## src/rtl/dac_spi_sequencer.sv

```systemverilog
// Multi-channel serial DAC update engine.
// Snapshots NUM_CH samples, shifts each out as a 16-bit MCP49x2-style frame over a
// shared SCLK/SDI bus (one chip select per two-channel device), pulses LDAC, then
// strobes sample_tick to advance the upstream wave generators.
module dac_spi_sequencer #(
  parameter int unsigned NUM_CH  = 2,
  parameter int unsigned DATA_W  = 12,
  parameter int unsigned CLK_DIV = 4,
  parameter int unsigned LDAC_W  = 2
) (
  input  logic                       clk,
  input  logic                       reset_n,
  input  logic                       run,
  input  logic [15:0]                period,
  input  logic [NUM_CH*DATA_W-1:0]   ch_data,
  input  logic [NUM_CH-1:0]          ch_buf,
  input  logic [NUM_CH-1:0]          ch_gain2x,
  input  logic [NUM_CH-1:0]          ch_shdn_n,
  output logic [(NUM_CH+1)/2-1:0]    cs_n,
  output logic                       sclk,
  output logic                       sdi,
  output logic                       ldac_n,
  output logic                       sample_tick,
  output logic                       busy,
  output logic [7:0]                 overrun_cnt
);

  localparam int unsigned ND   = (NUM_CH + 1) / 2;
  localparam int unsigned ChW  = (NUM_CH > 1) ? $clog2(NUM_CH) : 1;
  localparam logic [ChW-1:0] ChLast   = ChW'(NUM_CH - 1);
  localparam logic [15:0]    DivLast  = 16'(CLK_DIV - 1);
  localparam logic [15:0]    LdacLast = 16'(LDAC_W - 1);

  // The LOAD step is the IDLE cycle in which a start is accepted: the snapshot is
  // captured on that edge so the first frame's chip select is low on the very next cycle.
  typedef enum logic [2:0] {
    StIdle,
    StShift,
    StCsHold,
    StGap,
    StLdac,
    StTick
  } state_e;

  state_e         state_q;
  logic [15:0]    per_cnt_q;
  logic [15:0]    tmr_q;
  logic [3:0]     bit_q;
  logic [ChW-1:0] ch_q;
  logic [ChW-1:0] ch_nxt;
  logic [15:0]    frame_q [NUM_CH];
  logic [15:0]    frame_d [NUM_CH];
  logic           start_req;

  // Build the command frame for every channel from the live inputs.
  always_comb begin
    for (int c = 0; c < NUM_CH; c++) begin
      frame_d[c] = {1'(c % 2), ch_buf[c], ~ch_gain2x[c], ch_shdn_n[c],
                    12'(ch_data[c*DATA_W +: DATA_W]) << (12 - DATA_W)};
    end
  end

  assign ch_nxt    = ch_q + ChW'(1);
  // period=0 requests on every IDLE cycle, so back-to-back running never overruns.
  assign start_req = run && ((period == 16'd0) ? (state_q == StIdle) : (per_cnt_q == 16'd0));

  // Free-running update period counter, parked at zero while stopped.
  always_ff @(posedge clk or negedge reset_n) begin
    if (!reset_n) begin
      per_cnt_q <= '0;
    end else if (!run || period == 16'd0) begin
      per_cnt_q <= '0;
    end else if (per_cnt_q == period - 16'd1) begin
      per_cnt_q <= '0;
    end else begin
      per_cnt_q <= per_cnt_q + 16'd1;
    end
  end

  // Sequencer FSM; all bus outputs are registered alongside the state.
  always_ff @(posedge clk or negedge reset_n) begin
    if (!reset_n) begin
      state_q     <= StIdle;
      tmr_q       <= '0;
      bit_q       <= 4'd15;
      ch_q        <= '0;
      frame_q     <= '{default: '0};
      cs_n        <= '1;
      sclk        <= 1'b0;
      sdi         <= 1'b0;
      ldac_n      <= 1'b1;
      sample_tick <= 1'b0;
      busy        <= 1'b0;
      overrun_cnt <= '0;
    end else begin
      sample_tick <= 1'b0;
      if (start_req && state_q != StIdle && overrun_cnt != 8'hFF) begin
        overrun_cnt <= overrun_cnt + 8'd1;
      end
      unique case (state_q)
        StIdle: begin
          if (start_req) begin
            frame_q <= frame_d;
            state_q <= StShift;
            ch_q    <= '0;
            bit_q   <= 4'd15;
            tmr_q   <= '0;
            cs_n    <= ~ND'(1);
            sclk    <= 1'b0;
            sdi     <= frame_d[0][15];
            busy    <= 1'b1;
          end
        end
        StShift: begin
          if (tmr_q == DivLast) begin
            tmr_q <= '0;
            if (!sclk) begin
              sclk <= 1'b1;
            end else begin
              sclk <= 1'b0;
              if (bit_q == 4'd0) begin
                state_q <= StCsHold;
              end else begin
                bit_q <= bit_q - 4'd1;
                sdi   <= frame_q[ch_q][bit_q - 4'd1];
              end
            end
          end else begin
            tmr_q <= tmr_q + 16'd1;
          end
        end
        StCsHold: begin
          if (tmr_q == DivLast) begin
            tmr_q   <= '0;
            state_q <= StGap;
            cs_n    <= '1;
            sdi     <= 1'b0;
          end else begin
            tmr_q <= tmr_q + 16'd1;
          end
        end
        StGap: begin
          if (tmr_q == DivLast) begin
            tmr_q <= '0;
            if (ch_q == ChLast) begin
              state_q <= StLdac;
              ldac_n  <= 1'b0;
            end else begin
              state_q <= StShift;
              ch_q    <= ch_nxt;
              bit_q   <= 4'd15;
              cs_n    <= ~(ND'(1) << (ch_nxt >> 1));
              sdi     <= frame_q[ch_nxt][15];
            end
          end else begin
            tmr_q <= tmr_q + 16'd1;
          end
        end
        StLdac: begin
          if (tmr_q == LdacLast) begin
            tmr_q       <= '0;
            state_q     <= StTick;
            ldac_n      <= 1'b1;
            sample_tick <= 1'b1;
          end else begin
            tmr_q <= tmr_q + 16'd1;
          end
        end
        StTick: begin
          state_q <= StIdle;
          busy    <= 1'b0;
        end
        default: state_q <= StIdle;
      endcase
    end
  end

endmodule

```

## config.mk

```make
export PLATFORM = sky130hd
export DESIGN_NAME = dac_spi_sequencer
export DESIGN_NICKNAME = d
export VERILOG_FILES = /design/src/rtl/dac_spi_sequencer.sv
export SDC_FILE = /design/constraint.sdc
export NUM_CORES = 1
export LEC_CHECK = 0
export ABC_CLOCK_PERIOD_IN_PS = 4300
export CAP_MARGIN = 20
export CORE_MARGIN = 1.5
export CORE_UTILIZATION = 45
export CTS_CLUSTER_DIAMETER = 120
export DETAILED_ROUTE_END_ITERATION = 16
export DONT_BUFFER_PORTS = 1
export GPL_TIMING_DRIVEN = 0
export PLACE_DENSITY = 0.56
export SYNTH_ARGS = -nofsm -noshare
export SYNTH_HDL_FRONTEND = slang
export SYNTH_SLANG_ARGS = --single-unit
```

## constraint.sdc

```tcl
create_clock -name clk -period 4.3 [get_ports clk]
set_input_delay 0.43 -clock clk [delete_from_list [all_inputs] [get_ports clk]]
set_output_delay 0.43 -clock clk [all_outputs]
set_load 0.03 [all_outputs]
```

Yosys cells after proc, flatten, opt, wreduce, memory -nomap -nowiden
Cells that the tools add are included.
- memory bits (read-only): 0
- bits in writable memories: 0
- bits in latches: 0
- logic and storage cells: 132
- input bits: 49
- memories: 0
- flip-flop bits (word level): 85
- output and inout bits: 14
- reduce and logical (&&, ||, !) cells: 29
- equality and inequality tests: 19
- order comparisons: 3
- shifts and indexed selects: 0
- divide/modulo/power cells: 0
- bitwise operators: 4
- multiplexer cells: 57
- add/sub/neg operators: 6
- $mul: 0
- operators with widths (cell ; count):
    two-way mux 16 bit ; 11
    case mux 16 bit (3 select lines) ; 1
    adder 16 x 1 -> 16 bit, second input constant ; 2
    zero test 16 bit ; 2
    two-way mux 3 bit ; 8
    two-way mux 4 bit ; 6
    two-way mux 1 bit ; 22
    inequality test 2 bit, second input constant ; 10
    equality test 16 x 1 -> 1 bit, second input constant ; 1
    equality test 16 bit ; 1
    equality test 16 x 2 -> 1 bit, second input constant ; 1
    subtractor 16 x 1 -> 16 bit, second input constant ; 1
    case mux 3 bit (5 select lines) ; 1
    AND reduction 7 bit ; 2
    case mux 4 bit (3 select lines) ; 1
    nonzero test 3 bit ; 4
    adder 8 x 1 -> 8 bit, second input constant ; 1
    inequality test 8 bit, second input constant ; 1
    case mux 1 bit (2 select lines) ; 4
    AND reduction 8 bit ; 1
    nonzero test 2 bit ; 4
    equality test 3 x 2 -> 1 bit, second input constant ; 2
    equality test 3 bit, second input constant ; 2
    AND reduction 2 bit ; 3
    other kinds (20) ; 26

Logic depth before layout (Yosys ltp)
- depth in word-level cells: 10
- gate-level depth with buffers: 9
- depth with buffers taken out: 8

Worst setup path after synthesis
No wires, ideal clock.
- path type: reg-to-reg
- from: reg bit_q[0]
- to: reg sdi
- clock period less this slack: 2.579 ns
- data arrival time: 2.455 ns
- stages on the path, launching flop included: 9
- setup time: 0.125 ns
- path slack: 1.721 ns
- buffers on the path: 1
- data required time: 4.175 ns
- path through: dfstp_2 buf_1 inv_1 ha_1 mux2_2 a221o_1 o2111ai_1 nand4_1 mux2_2
- word-level cells in the longest chain between the ends: 7
- elaborated cells on any way between the ends: 10
- classes of those cells: add/sub (1); eq/ne (1); mux (6); reduce/logical (2)
- ends and longest elaborated chain (what ; line ; RTL):
    start: declaration ; 48 ; logic [3:0] bit_q;
    start signal: assignment ; 124 ; bit_q <= bit_q - 4'd1;
    subtractor 4 x 1 -> 4 bit ; 125 ; sdi <= frame_q[ch_q][bit_q - 4'd1];
    binary-select mux 1 bit (select 4 bit) ; 125 ;
    two-way mux 1 bit (implied by the code) ; 125 ;
    two-way mux 1 bit ; 121 ; if (bit_q == 4'd0) begin
    two-way mux 1 bit ; 117 ; if (!sclk) begin
    two-way mux 1 bit ; 115 ; if (tmr_q == DivLast) begin
    case mux 1 bit (4 select lines) ; 100 ; unique case (state_q)
    end signal: assignment ; 110 ; sdi <= frame_d[0][15];
    end signal: assignment ; 125 ;
    end signal: assignment ; 153 ; sdi <= frame_q[ch_nxt][15];
    end: declaration ; 21 ; output logic sdi,
Several ways; a longest one is shown, not always the timed one. The select of a mux whose other input is x is not followed.
A chain may end at the register's enable or synchronous reset.

Worst setup path after layout
Same ends and word-level chain as after synthesis.

==> impl_metrics.ini <==
[placed_design]
gp_congestion = 0.864
portBuffers = 0
dp_cells = 637
hpwl_um = 7890

[synthesis]
synth_nets = 553
ys_ff_latch = 85
synth_cell_type_count = 72
ys.flop_type = dfrtp_1
async_flop_share = 1.00
seq_area_frac_synth = 0.432
synth_top_area_cell = dfrtp_1
yosysTopAreaCellShare = 0.400
syn-cell-area_um2 = 4940
ys.warnings.count = 0
synthTopCellsByArea = dfrtp_1 40%, mux2_2 7.5%, xnor2_1 5.3%
postSynthCellCount = 497
synth_edf_count = 0
avgSynthCellArea_um2 = 9.95

[finish]
final_cells = 655
layout_common_cells = 79 x dfrtp_1, 49 x nand2_1, 42 x nor2_1, 33 x mux2_2, 30 x xnor2_1
num_antenna_cells = 0
areaGrowthSynthToFinish_pct = 7.74
fillCellCount = 1014
final_common_cell = dfrtp_1
drive_gt1_frac = 0.157
final_nets = 567

[critical_path]
path_buf_inv = 2
required_ps = 4550
cpMaxStageDelayCell = dfstp_2
critPathCaptureType = register
path_class = register to register
arrival_ps = 3230
cpMostUsedCell = mux2_2
cp_top_family = multiplexers
cp_cell_sequence = buf_1 -> inv_1 -> ha_1 -> mux2_2 -> a221o_1 -> o2111ai_1 -> nand4_1 -> mux2_2
slowest_delay_ps = 600
startpoint_type = register
path_max_fanout = 10

[detailed_routing]
wirelength_um = 11000
route.met2.wl_um = 4900
drt_pre_antenna_iters = 4
wl_met3_um = 663
drtIter0Drc = 308
drc = 0
wl_per_cell_um = 16.7
wl_met1_um = 5170
top_layer_used = met4
via_count = 3772
ant_nets = 0
routed_via_density = 5.76

[pwr]
p_switching_mw = 1.01
powerDensity_nw_per_um2 = 512
power_frac_comb = 0.310
swShare = 0.370
total_leakage_power_nw = 2.24
pwr-share-clk = 0.185
ir_worst_vdd_v = 0.000285
p_int_mw = 1.72
power_frac_seq = 0.506

[sta]
skew_ps = 12.9
clock.fmax_mhz = 336
relSlewSlack = 0.561
rsz0062_at_grt = false
drv_slew = 0
period_share = 0.692
hold_viol = 0
period_needed_ps = 2980
setup_tns_ps = 0
tightest_slew_ps = 655
setup_violations = 0

[clocking]
cts_resized = 0
cts_tree = done
clockRootBuffer = clkbuf_8
hold_buffers = 2
clock_latency_ps = 360
cts_buffers = 9
cts_buffer_depth = 2
htreeDepth = 3
post_cts_buffers = 0
cts_sinks = 85
cts.clk_slew.worst_paths_ps = 80

[die]
coreArea_um2 = 10800
ioPinCount = 63
row_count = 38
die-area_um2 = 11600
die_w_um = 108
start_util = 0.458
chipHeight_um = 108

[global_route]
grt_remaining_overflow = 0
grt_max_degree = 86
antenna_found_initial = 0
grt_first_pass_wirelength_um = 18000
track_usage = 0.199
grt_pass1_vias = 3724

[run]
maxCapViolCount = 0

[run_status]
status = finished clean

[min_path]
hold_class = input port to register
[power by group through the flow]
| stage | sequential, mW | combinational, mW | clock (mW) |
|---|---|---|---|
| after floorplan | 1.32 | 0.691 | 0 |
| after global placement | 1.38 | 0.814 | 0 |
| after detailed placement | 1.39 | 0.832 | 0 |
| after CTS | 1.38 | 0.855 | 0.522 |
| after global routing | 1.42 | 0.948 | 0.561 |
| final | 1.38 | 0.845 | 0.503 |
[Yosys cell counts, drive strengths merged, types with 11 or more instances]
master  number
nand3       21
nor3        16
a21oi       22
xnor2       30
nand4       15
dfrtp       79
xor2        11
nor4        12
nor2        42
clkbuf      13
a31oi       12
mux2        34
inv         18
nand2       49
o21ai       11
[kinds of logic after synthesis]
group / after synthesis / share of synthesized area
adders and majority gates: 7 / 0.0177
muxes: 43 / 0.108
xor gates and xnor gates: 41 / 0.0726
DFF: 85 / 0.432
AOI/OAI and AO/OA: 87 / 0.126
buffers and inverters: 39 / 0.0326
and+or+nand+nor: 195 / 0.211
[metrics by stage]
stage          setup WS [ps]  utilization  instance area, µm²  hold slack [ps]  power (mW)
2_1_floorplan           1720            -                4940              134        2.01
3_3_place_gp            1350        0.474                5120              136        2.20
3_5_place_dp            1350        0.474                5120              136        2.22
4_1_cts                 1320        0.493                5320              151        2.76
5_1_grt                 1170        0.494                5330              139        2.93
6_report                1320        0.494                5330              170        2.73
[layer usage]
| layer | vias to the layer above | GRT usage |
|---|---|---|
| met5 | - | 0 |
| met4 | 0 | 0.0724 |
| met3 | 22 | 0.0605 |
| met2 | 96 | 0.308 |
| met1 | 1811 | 0.264 |
| li1 | 1843 | - |
[worst paths after layout]
check	from	end	slack (ps)	cells after the start
setup / recovery	bit_q[0]$_DFFE_PN1P_	sdi$_DFFE_PN0P_	1320	8
hold / removal	ch_gain2x[0]	frame_q[29]$_DFFE_PN0P_	170	1
setup reg to reg	bit_q[0]$_DFFE_PN1P_	sdi$_DFFE_PN0P_	1320	8
hold reg to reg	frame_q[12]$_DFFE_PN0P_	frame_q[12]$_DFFE_PN0P_	490	1
max in group asynchronous	reset_n	bit_q[3]$_DFFE_PN1P_	3270	2
min in group asynchronous	reset_n	overrun_cnt[3]$_DFFE_PN0P_	590	2
[registers in the layout, indices dropped and copies added (netlist names), 3 cells and up]
register and cells:
frame_q 31, per_cnt_q 16, tmr_q 16, overrun_cnt 8
bit_q 4, state_q 3
[cell type report]
class	instances	area, µm²	area share
timing repair buffer	3	42.5	0.00798
buffer	21	93.8	0.0176
clock buffer	10	128	0.0240
multi-input combinational	373	2650	0.497
clock inverter	5	37.5	0.00705
tap	140	175	0.0329
inverter	18	67.6	0.0127
sequential	85	2130	0.401
Note: power is estimated with default switching activity, not from simulation.
